$ cat src/rtl/stream_demux.sv
// One-word stream demultiplexer: a held word is delivered to one channel or
// broadcast to all, with per-channel pending bits and a delivered-word counter.
module stream_demux #(
  parameter int N  = 16,
  parameter int S  = 4,
  parameter int CW = 16,
  localparam int SW = $clog2(S)
) (
  input  logic            clk,
  input  logic            rst,
  input  logic            in_valid,
  output logic            in_ready,
  input  logic [N-1:0]    in_data,
  input  logic [SW-1:0]   in_sel,
  input  logic            in_bcast,
  output logic [S-1:0]    out_valid,
  input  logic [S-1:0]    out_ready,
  output logic [S*N-1:0]  out_data,
  output logic            sel_err,
  output logic [CW-1:0]   dlv_count
);

  typedef enum logic {EMPTY, HOLD} state_t;

  state_t         state;
  logic [S-1:0]   pend_q, pend_d;
  logic [N-1:0]   data_q;
  logic           sel_err_q;
  logic [CW-1:0]  cnt_q, cnt_d;
  logic [S-1:0]   hs;
  logic [S-1:0]   load_mask;
  logic           accept;
  logic           drop;

  assign state    = (pend_q != '0) ? HOLD : EMPTY;
  assign hs       = pend_q & out_ready;
  assign in_ready = (state == EMPTY) || ((pend_q & ~out_ready) == '0);
  assign accept   = in_valid && in_ready;

  // Decoding by equality leaves the mask empty for out-of-range selects,
  // which covers non-power-of-two S without a separate range compare.
  always_comb begin
    load_mask = '0;
    if (in_bcast) begin
      load_mask = '1;
    end else begin
      for (int unsigned k = 0; k < S; k++) begin
        if (in_sel == SW'(k)) load_mask[k] = 1'b1;
      end
    end
  end

  assign drop   = accept && !in_bcast && (load_mask == '0);
  assign pend_d = accept ? load_mask : (pend_q & ~hs);

  always_comb begin
    cnt_d = cnt_q;
    for (int unsigned k = 0; k < S; k++) begin
      cnt_d = cnt_d + CW'(hs[k]);
    end
  end

  always_ff @(posedge clk or posedge rst) begin
    if (rst) begin
      pend_q    <= '0;
      data_q    <= '0;
      sel_err_q <= 1'b0;
      cnt_q     <= '0;
    end else begin
      pend_q <= pend_d;
      cnt_q  <= cnt_d;
      if (accept) data_q <= in_data;
      if (drop) sel_err_q <= 1'b1;
    end
  end

  always_comb begin
    out_data = '0;
    for (int unsigned k = 0; k < S; k++) begin
      out_data[k*N +: N] = pend_q[k] ? data_q : '0;
    end
  end

  assign out_valid = pend_q;
  assign sel_err   = sel_err_q;
  assign dlv_count = cnt_q;

endmodule

$ cat config.mk
export PLATFORM = sky130hd
export DESIGN_NAME = stream_demux
export DESIGN_NICKNAME = d
export VERILOG_FILES = /design/src/rtl/stream_demux.sv
export SDC_FILE = /design/constraint.sdc
export NUM_CORES = 1
export LEC_CHECK = 0
export BUFFER_PORTS_ARGS = -buffer_cell sky130_fd_sc_hd__clkbuf_2
export CAP_MARGIN = 20
export CELL_PAD_IN_SITES_DETAIL_PLACEMENT = 1
export CELL_PAD_IN_SITES_GLOBAL_PLACEMENT = 1
export CORE_UTILIZATION = 33
export CTS_CLUSTER_DIAMETER = 120
export CTS_CLUSTER_SIZE = 16
export DETAILED_ROUTE_END_ITERATION = 10
export PLACE_DENSITY = 0.87
export SYNTH_ARGS = -nofsm -noshare
export SYNTH_HDL_FRONTEND = slang
export SYNTH_SLANG_ARGS = --single-unit
$ cat constraint.sdc
create_clock -name clk -period 3.38 [get_ports clk]
set_input_delay 0.169 -clock clk [delete_from_list [all_inputs] [get_ports clk]]
set_output_delay 0.169 -clock clk [all_outputs]
set_load 0.02 [all_outputs]
==> flow_metrics.py, run 1 <==
metrics = {
    "global_route": {
        "grt-ovfl-total": 0,
        "grt_antenna_before_repair": 0,
        "grt_usage_pct": 17.6,
        "grt_pass1_wl_mm": 8.69,
        "first_global_vias": 1717,
        "grt_max_degree": 38,
    },
    "power_and_ir_drop": {
        "powerDensity_nw_per_um2": 718,
        "peakVddDrop_mv": 0.317,
        "p_leak_nw": 1.55,
        "total_power_mw": 2.03,
    },
    "yosys": {
        "synth_cell_type_count": 27,
        "syn-cell-area_um2": 2070,
        "yosysSeqAreaShare_pct": 44.7,
        "synth_ff_type": "dfrtp_1",
        "yosysTopAreaCellShare_pct": 44.7,
        "ys_seq_elements": 37,
        "syn_inst": 190,
        "async_flop_share_pct": 100,
        "avgSynthCellArea_um2": 10.9,
        "yosysTopAreaCell": "dfrtp_1",
        "synth-edff-count": 0,
        "syn_nets": 220,
        "synthTopCellsByArea": "dfrtp_1 (45%), and2_1 (19%), mux2_4 (12%), xnor2_1 (4.2%), fa_1 (2.9%)",
        "ys.warnings.count": 0,
    },
    "sta": {
        "rsz0062_at_grt": "no",
        "worstMarginPinSlew_ps": 630,
        "fin_crit_ps": 2640,
        "max_freq_ghz": 0.379,
        "hold-worst-slack_ps": 113,
        "clock-skew-final_ps": 13.1,
        "finalHoldViolCount": 0,
        "slew_violations": 0,
        "setup-violations-final": 0,
        "maxSlewHeadroom_pct": 57.8,
        "fin_setup_tns_ps": 0,
        "period_share_pct": 78.1,
    },
    "setup_path": {
        "critPathSlowestCell": "fa_1",
        "critical_path_required_ps": 3560,
        "startpoint_type": "register",
        "crit_arrival_ps": 2820,
        "worstSetupPathType": "register to register",
        "critPathLaunch": "out_valid[0]$_DFF_PP0_",
        "critPathMaxFanout": 4,
        "cp_common_cell": "fa_1",
        "critPathCaptureType": "register",
        "cpPeakStageDelay_ps": 510,
        "path_cells": "nand2_1 > fa_1 > fa_1 > fa_1 > and4b_1 > nand4_1 > xnor2_1",
        "rr_startpoint": "out_valid[0]$_DFF_PP0_",
    },
    "drt": {
        "wl_met2_mm": 2.95,
        "drt_iter0_drc": 44,
        "via_per_inst": 4.61,
        "highest_layer": "met4",
        "num_vias": 1758,
        "wl_met3_um": 378,
        "wl_per_cell_um": 14.6,
        "m1WireLength_mm": 2.21,
        "drc": 0,
        "wirelength_mm": 5.57,
        "ant_nets": 0,
        "dr.pass1.iters": 4,
    },
    "floorplan": {
        "initial_core_util_pct": 34.6,
        "dieWidth_um": 81.3,
        "fp.dieH_um": 81.3,
        "rows": 28,
        "core_um2": 5990,
        "die_area_um2": 6600,
        "io_pins": 112,
    },
    "cts": {
        "clkSlewWorstSetupHoldPaths_ps": 80,
        "postCtsSetupBuffers": 0,
        "numCtsBuffers": 5,
        "cts_buffer_depth": 2,
        "cts_tree": "built",
        "clock_latency_ps": 290,
        "cts_sinks": 37,
        "clockRootBuffer": "clkbuf_8",
        "cts.htree.levels": 2,
    },
    "placed_design": {
        "hpwl_mm": 4.21,
        "place_inst": 372,
        "finalWeightedCongestion": 0.755,
        "port_buffers": 111,
    },
    "min_path": {
        "hp-class": "input pin to register",
        "hold_start": "in_data[5]",
    },
    "final_layout": {
        "area_growth_pct": 36.3,
        "instances_no_fill": 381,
        "fin_nets": 335,
        "drive_above_1_share_pct": 45.4,
        "diodes": 0,
        "fillers": 719,
    },
    "status": {
        "status": "complete, no violations",
    },
    "run": {
        "cap_violations": 0,
    },
}
[placed cells by master, fill, tap and decap left out, drive strengths merged, types with 2 or more instances in the layout]
cell type  instances
nor2b              5
xor2               4
and3               2
a21oi              4
o21ai              2
clkbuf           117
mux2              16
buf                3
dfrtp             37
inv                8
nand2              9
nand3              3
o21bai             4
fa                 3
nor2               3
xnor2             10
and2              64
[synth_stat cells, types with 2 or more instances]
cell,number
a21oi_1,4
and2_1,64
and3_1,2
buf_6,2
clkbuf_1,5
dfrtp_1,37
fa_1,3
inv_1,8
mux2_4,16
nand2_1,8
nand3_1,3
nor2_1,3
nor2b_1,5
o21ai_0,2
o21bai_1,4
xnor2_1,10
xor2_1,4
[sequential cells by signal, indices dropped and copies added, names as in the netlist]
| signal | count |
|---|---|
| data_q | 16 |
| dlv_count | 16 |
| out_valid | 4 |
| sel_err | 1 |
[metal layers]
layer  vias to the layer above  track usage [%]
li1                        841                -
met1                       846             19.6
met2                        65             33.1
met3                         6             4.94
met4                         0             3.57
met5                         -                0
[worst max-delay path, delay by kind of cell (launching register included)]
kind | cells | cell delay (ps)
AND/OR/NAND/NOR | 3 | 570
flip-flops | 1 | 360
adder cells (fa/ha/maj) | 3 | 1450
XOR/XNOR | 1 | 150
[path summary, 6_finish.rpt]
kind                                           end  slack [ps]  cells past startpoint
max in group asynchronous   data_q[13]$_DFFE_PP0N_        2510                      4
max reg2reg                dlv_count[10]$_DFF_PP0_         740                      7
min                          data_q[5]$_DFFE_PP0N_         110                      2
min in group asynchronous  dlv_count[10]$_DFF_PP0_         530                      4
min reg2reg                    sel_err$_DFFE_PP0P_         380                      0
max                        dlv_count[10]$_DFF_PP0_         740                      7
[layout make-up]
cell class | count | area [µm²] | share of cell area [%]
multi-input cells | 138 | 1080 | 38.1
flip-flops and latches | 37 | 926 | 32.8
repair buffers | 115 | 588 | 20.8
well taps | 75 | 93.8 | 3.32
clock buffers | 6 | 72.6 | 2.57
clock inverters | 2 | 38.8 | 1.37
inverters | 8 | 30.0 | 1.06
[repair_timing]
action / CTS / global route
endpoints found under the setup margin: 0 / 0
hold buffers: 1 / 0
gates resized for setup: 0 / 0
endpoints found under the hold margin: 37 / 0
[kinds of logic (layout without fill, tap and decap cells)]
kind of cell / count (synthesis) / count (layout) / synth area share (%)
simple gates: 93 / 93 / 27.6
flops: 37 / 37 / 44.7
mux: 16 / 16 / 11.6
buf+inv: 15 / 131 / 3.44
xor+xnor: 14 / 14 / 5.91
compound gates: 11 / 11 / 3.32
fa+ha+maj: 4 / 4 / 3.50
[through the flow]
step | util [%] | worst slack, ps | area, µm²
6_report | 47.2 | 742 | 2830
5_1_grt | 47.2 | 628 | 2830
4_1_cts | 47.2 | 728 | 2830
3_5_place_dp | 45.1 | 755 | 2700
3_3_place_gp | 45.1 | 863 | 2700
2_1_floorplan | - | 474 | 2070
[power breakdown]
group | internal (mW) | total (mW) | leakage (nW) | switching (mW)
clock | 0.222 | 0.377 | 0.0554 | 0.156
combinational | 0.405 | 0.942 | 1.03 | 0.538
sequential | 0.563 | 0.709 | 0.463 | 0.146
total | 1.19 | 2.03 | 1.55 | 0.840
Power figures use the tool's default switching activity.
==> run 2: changes to the inputs <==
Clock period 3.38 ns to 2.7 ns, I/O delays scaled along.
==> flow_metrics.py, run 2 (synthesized netlist as in run 1, its figures left out) <==
metrics = {
    "cts": {
        "cts_buffer_depth": 2,
        "cts.htree.levels": 2,
        "numCtsBuffers": 5,
        "clkSlewWorstSetupHoldPaths_ps": 80,
        "clock_latency_ps": 300,
        "cts_tree": "built",
        "clockRootBuffer": "clkbuf_8",
        "cts_sinks": 37,
    },
    "setup_path": {
        "critical_path_required_ps": 2880,
        "reg2reg_depth": 7,
        "timing.rr.end": "dlv_count[10]$_DFF_PP0_",
        "critPathSlowestCell": "fa_1",
        "crit_arrival_ps": 2740,
        "cpPeakStageDelay_ps": 500,
        "rr_startpoint": "dlv_count[0]$_DFF_PP0_",
        "rrSetupSlack_ps": 140,
        "critPathCaptureType": "register",
        "cp_common_cell": "fa_1",
        "critPathMaxFanout": 4,
        "path_cells": "inv_1 > fa_1 > fa_1 > fa_2 > and4b_1 > nand4_1 > xnor2_1",
        "worstSetupPathType": "register to register",
        "startpoint_type": "register",
    },
    "power_and_ir_drop": {
        "peakVddDrop_mv": 0.397,
        "p_seq_share_pct": 33.5,
        "p_sw_share_pct": 40.9,
        "power.share.combinational_pct": 47.0,
        "p_leak_nw": 1.56,
        "p_switching_mw": 1.06,
        "powerDensity_nw_per_um2": 905,
        "p_int_mw": 1.52,
        "total_power_mw": 2.58,
        "pwr-share-clk_pct": 19.5,
    },
    "drt": {
        "drc": 0,
        "wirelength_mm": 5.58,
        "num_vias": 1764,
        "dr.pass1.iters": 4,
        "wl_per_cell_um": 14.6,
        "via_per_inst": 4.61,
        "drt_iter0_drc": 40,
        "ant_nets": 0,
    },
    "global_route": {
        "grt_pass1_wl_mm": 8.47,
        "grt_antenna_before_repair": 0,
        "grt_max_degree": 38,
        "grt-ovfl-total": 0,
        "first_global_vias": 1724,
        "grt_usage_pct": 17.4,
    },
    "final_layout": {
        "final_common_cell": "clkbuf_2",
        "drive_above_1_share_pct": 46.8,
        "diodes": 0,
        "instances_no_fill": 383,
        "fin_nets": 337,
        "final_cell_mix": "clkbuf_2 (111), and2_1 (64), dfrtp_1 (35)",
        "area_growth_pct": 37.5,
    },
    "placed_design": {
        "finalWeightedCongestion": 0.766,
        "port_buffers": 111,
        "place_inst": 374,
        "pre_cts_ws_ps": 135,
        "hpwl_mm": 4.13,
    },
    "sta": {
        "maxSlewHeadroom_pct": 58.1,
        "fin_crit_ps": 2560,
        "worstMarginPinSlew_ps": 626,
        "fin_setup_tns_ps": 0,
        "fin_ws_ps": 140,
        "rsz0062_at_grt": "no",
        "setup-violations-final": 0,
        "max_freq_ghz": 0.391,
        "clock-skew-final_ps": 5.85,
        "slew_violations": 0,
        "hold-worst-slack_ps": 67.4,
        "finalHoldViolCount": 0,
        "period_share_pct": 94.8,
    },
    "floorplan": {
        "io_pins": 112,
        "dieWidth_um": 81.3,
        "rows": 28,
        "initial_core_util_pct": 34.6,
        "fp.dieH_um": 81.3,
        "core_um2": 5990,
        "die_area_um2": 6600,
    },
    "min_path": {
        "hp-class": "input pin to register",
        "hold_end": "data_q[14]$_DFFE_PP0N_",
        "hold_start": "in_data[14]",
        "holdPathStages": 2,
    },
    "run": {
        "cap_violations": 0,
    },
    "status": {
        "status": "complete, no violations",
    },
}
==> run 2: cell types whose count changed in the layout (fill, tap and decap cells not counted) <==
cell / delta
fa_2: +1
clkinv_4: -1
dfrtp_2: +2
clkbuf_8: +1
dfrtp_1: -2
fa_1: -1
buf_4: +2
==> run 2: final cells by class <==
class,instances,area [µm²]
Fill cell,744,3140
Timing Repair Buffer,117,603
Inverter,8,30.0
Clock inverter,1,30.0
Multi-Input combinational cell,138,1080
Sequential cell,37,928
Clock buffer,7,86.3
Tap cell,75,93.8
==> run 2: how the worst max path moves through the flow <==
stage	from	to	slack, ps
final	dlv_count[0]$_DFF_PP0_	dlv_count[10]$_DFF_PP0_	140
after global routing	dlv_count[0]$_DFF_PP0_	dlv_count[10]$_DFF_PP0_	50
after CTS	dlv_count[0]$_DFF_PP0_	dlv_count[10]$_DFF_PP0_	120
after detailed placement	out_valid[0]$_DFF_PP0_	dlv_count[10]$_DFF_PP0_	140
after floorplan	out_valid[0]$_DFF_PP0_	dlv_count[10]$_DFF_PP0_	10
after global placement	out_valid[0]$_DFF_PP0_	dlv_count[10]$_DFF_PP0_	230
==> run 2: power groups by stage <==
stage	registers [mW]	logic [mW]	clock network, mW
after floorplan	0.914	0.772	0
after global placement	0.853	1.19	0
after detailed placement	0.874	1.23	0
after CTS	0.864	1.24	0.521
after global routing	0.889	1.32	0.537
final	0.864	1.21	0.502
==> run 2: worst max-delay path, delay by kind of cell (launching register included) <==
kind	cells	cell delay, ps
flip-flops	1	370
AND/OR/NAND/NOR	2	470
buffers and inverters	1	70
adder cells (fa/ha/maj)	3	1390
XOR/XNOR	1	140
==> run 2: what timing repair did <==
action / 4_1_cts / 5_1_grt
buffers inserted: 0 / 0
hold endpoints to repair: 37 / 0
gates resized for setup: 0 / 0
hold buffers: 1 / 0
==> run 2: metal layers <==
| metal | track usage [%] | share of wire, % |
|---|---|---|
| met5 | 0 | 0 |
| met4 | 5.36 | 0.99 |
| met3 | 4.61 | 6.1 |
| met2 | 30.9 | 51 |
| met1 | 20.1 | 42 |
==> run 2: stage by stage <==
step,area (µm²),util (%)
2_1_floorplan,2090,-
3_3_place_gp,2720,45.5
3_5_place_dp,2720,45.5
4_1_cts,2850,47.6
5_1_grt,2850,47.6
6_report,2850,47.6
==> run 3: changes to the inputs <==
Settings changed: RECOVER_POWER from default to 100.
Clock period 2.7 ns to 2.65 ns, I/O delays scaled along.
==> flow_metrics.py, run 3 (synthesized netlist as in run 1, its figures left out) <==
metrics = {
    "status": {
        "status": "complete, no violations",
    },
    "global_route": {
        "grt_util_met2_pct": 31.4,
        "grt_pass1_wl_mm": 8.60,
        "first_global_vias": 1687,
        "grt_usage_pct": 17.5,
        "top_usage_layer": "met2",
        "grt_use_met1_pct": 20.8,
        "grt_max_degree": 25,
        "grt-ovfl-total": 0,
        "grt_antenna_before_repair": 0,
        "grtUsageMet3_pct": 3.03,
    },
    "cts": {
        "ctsResizeCount": 0,
        "numCtsBuffers": 5,
        "cts_tree": "built",
        "clkSlewWorstSetupHoldPaths_ps": 80,
        "clock_latency_ps": 290,
        "clockRootBuffer": "clkbuf_8",
        "postCtsSetupBuffers": 0,
        "hold_buffers": 1,
        "cts_sinks": 37,
        "cts.htree.levels": 2,
        "cts_buffer_depth": 2,
    },
    "placed_design": {
        "place_inst": 374,
        "finalWeightedCongestion": 0.724,
        "hpwl_mm": 4.21,
        "port_buffers": 111,
    },
    "setup_path": {
        "cp_common_cell": "fa_2",
        "crit_arrival_ps": 2680,
        "reg2reg_depth": 7,
        "rr_startpoint": "out_valid[0]$_DFF_PP0_",
        "worstSetupPathType": "register to register",
        "timing.rr.end": "dlv_count[10]$_DFF_PP0_",
        "cpPeakStageDelay_ps": 460,
        "critPathSlowestCell": "fa_1",
        "critPathLaunch": "out_valid[0]$_DFF_PP0_",
        "rrSetupSlack_ps": 140,
        "critPathMaxFanout": 4,
        "critPathCaptureType": "register",
        "crit_end": "dlv_count[10]$_DFF_PP0_",
        "path_cells": "nand2_1 > fa_1 > fa_2 > fa_2 > and4b_1 > nand4_1 > xnor2_1",
        "critical_path_required_ps": 2820,
        "startpoint_type": "register",
    },
    "power_and_ir_drop": {
        "p_leak_nw": 1.28,
        "peakVddDrop_mv": 0.391,
        "powerDensity_nw_per_um2": 873,
    },
    "run": {
        "cap_violations": 0,
    },
    "drt": {
        "wirelength_mm": 5.51,
        "drc": 0,
        "dr.pass1.iters": 4,
        "drt_iter0_drc": 53,
        "num_vias": 1758,
        "ant_nets": 0,
        "wl_per_cell_um": 14.4,
        "via_per_inst": 4.59,
    },
    "final_layout": {
        "fillers": 764,
        "final_cell_mix": "clkbuf_2 (69), clkbuf_1 (48), and2_0 (40)",
        "fin_nets": 337,
        "drive_above_1_share_pct": 26.6,
        "area_growth_pct": 29.6,
        "instances_no_fill": 383,
        "multiInputGateArea_um2": 1020,
        "seq_area_um2": 928,
        "final_common_cell": "clkbuf_2",
        "diodes": 0,
    },
    "sta": {
        "slew_violations": 0,
        "fin_crit_ps": 2510,
        "max_freq_ghz": 0.398,
        "worstMarginPinSlew_ps": 1330,
        "maxSlewHeadroom_pct": 11.5,
        "setup-violations-final": 0,
        "clock-skew-final_ps": 8.12,
        "rsz0062_at_grt": "no",
        "fin_setup_tns_ps": 0,
        "period_share_pct": 94.8,
        "finalHoldViolCount": 0,
    },
    "floorplan": {
        "io_pins": 112,
        "core_um2": 5990,
        "initial_core_util_pct": 34.6,
        "dieWidth_um": 81.3,
        "rows": 28,
        "fp.dieH_um": 81.3,
        "die_area_um2": 6600,
    },
    "min_path": {
        "hp-class": "input pin to register",
    },
}
==> run 3: area by class of cell <==
type | count | share of cell area [%]
multi-input combinational | 138 | 38.0
timing repair buffer | 117 | 19.8
tap | 75 | 3.49
clock inverter | 2 | 0.372
sequential | 37 | 34.5
clock buffer | 6 | 2.70
inverter | 8 | 1.12
==> run 3: power breakdown <==
part | internal [mW] | switching [mW] | leakage (nW)
Clock | 0.182 | 0.200 | 0.0450
Sequential | 0.719 | 0.153 | 0.460
Combinational | 0.393 | 0.698 | 0.772
==> run 3: how the worst min path moves through the flow <==
stage / start / to / slack, ps / cells past startpoint
after floorplan: in_data[10] / data_q[10]$_DFFE_PP0N_ / 280 / 1
after global placement: rst / data_q[14]$_DFFE_PP0N_ / 190 / 2
after detailed placement: rst / data_q[14]$_DFFE_PP0N_ / 200 / 2
after CTS: in_data[13] / data_q[13]$_DFFE_PP0N_ / 60 / 2
after global routing: in_data[0] / data_q[0]$_DFFE_PP0N_ / 40 / 2
final: in_data[12] / data_q[12]$_DFFE_PP0N_ / 50 / 2
==> run 3: worst max-delay path, delay by kind of cell (launching register included) <==
| family | cells | cell delay (ps) |
|---|---|---|
| fa+ha+maj | 3 | 1270 |
| simple gates | 3 | 590 |
| flops | 1 | 400 |
| xor+xnor | 1 | 160 |
==> run 3: per-stage QoR <==
| stage | util [%] | hold slack, ps | worst slack (ps) | instance area [µm²] | total power, mW |
|---|---|---|---|---|---|
| after detailed placement | 45.5 | 204 | 145 | 2730 | 2.13 |
| after floorplan | - | 281 | 15.8 | 2090 | 1.72 |
| after CTS | 47.1 | 58.9 | 121 | 2820 | 2.53 |
| after global routing | 44.9 | 43.6 | 36.8 | 2690 | 2.54 |
| final | 44.9 | 53.1 | 138 | 2690 | 2.35 |
| after global placement | 45.5 | 187 | 233 | 2730 | 2.09 |
==> run 3: per-layer routing <==
layer	vias to the layer above	share of wire, %
li1	845	-
met1	842	42
met2	65	52
met3	6	5.3
met4	0	0.96
met5	-	0
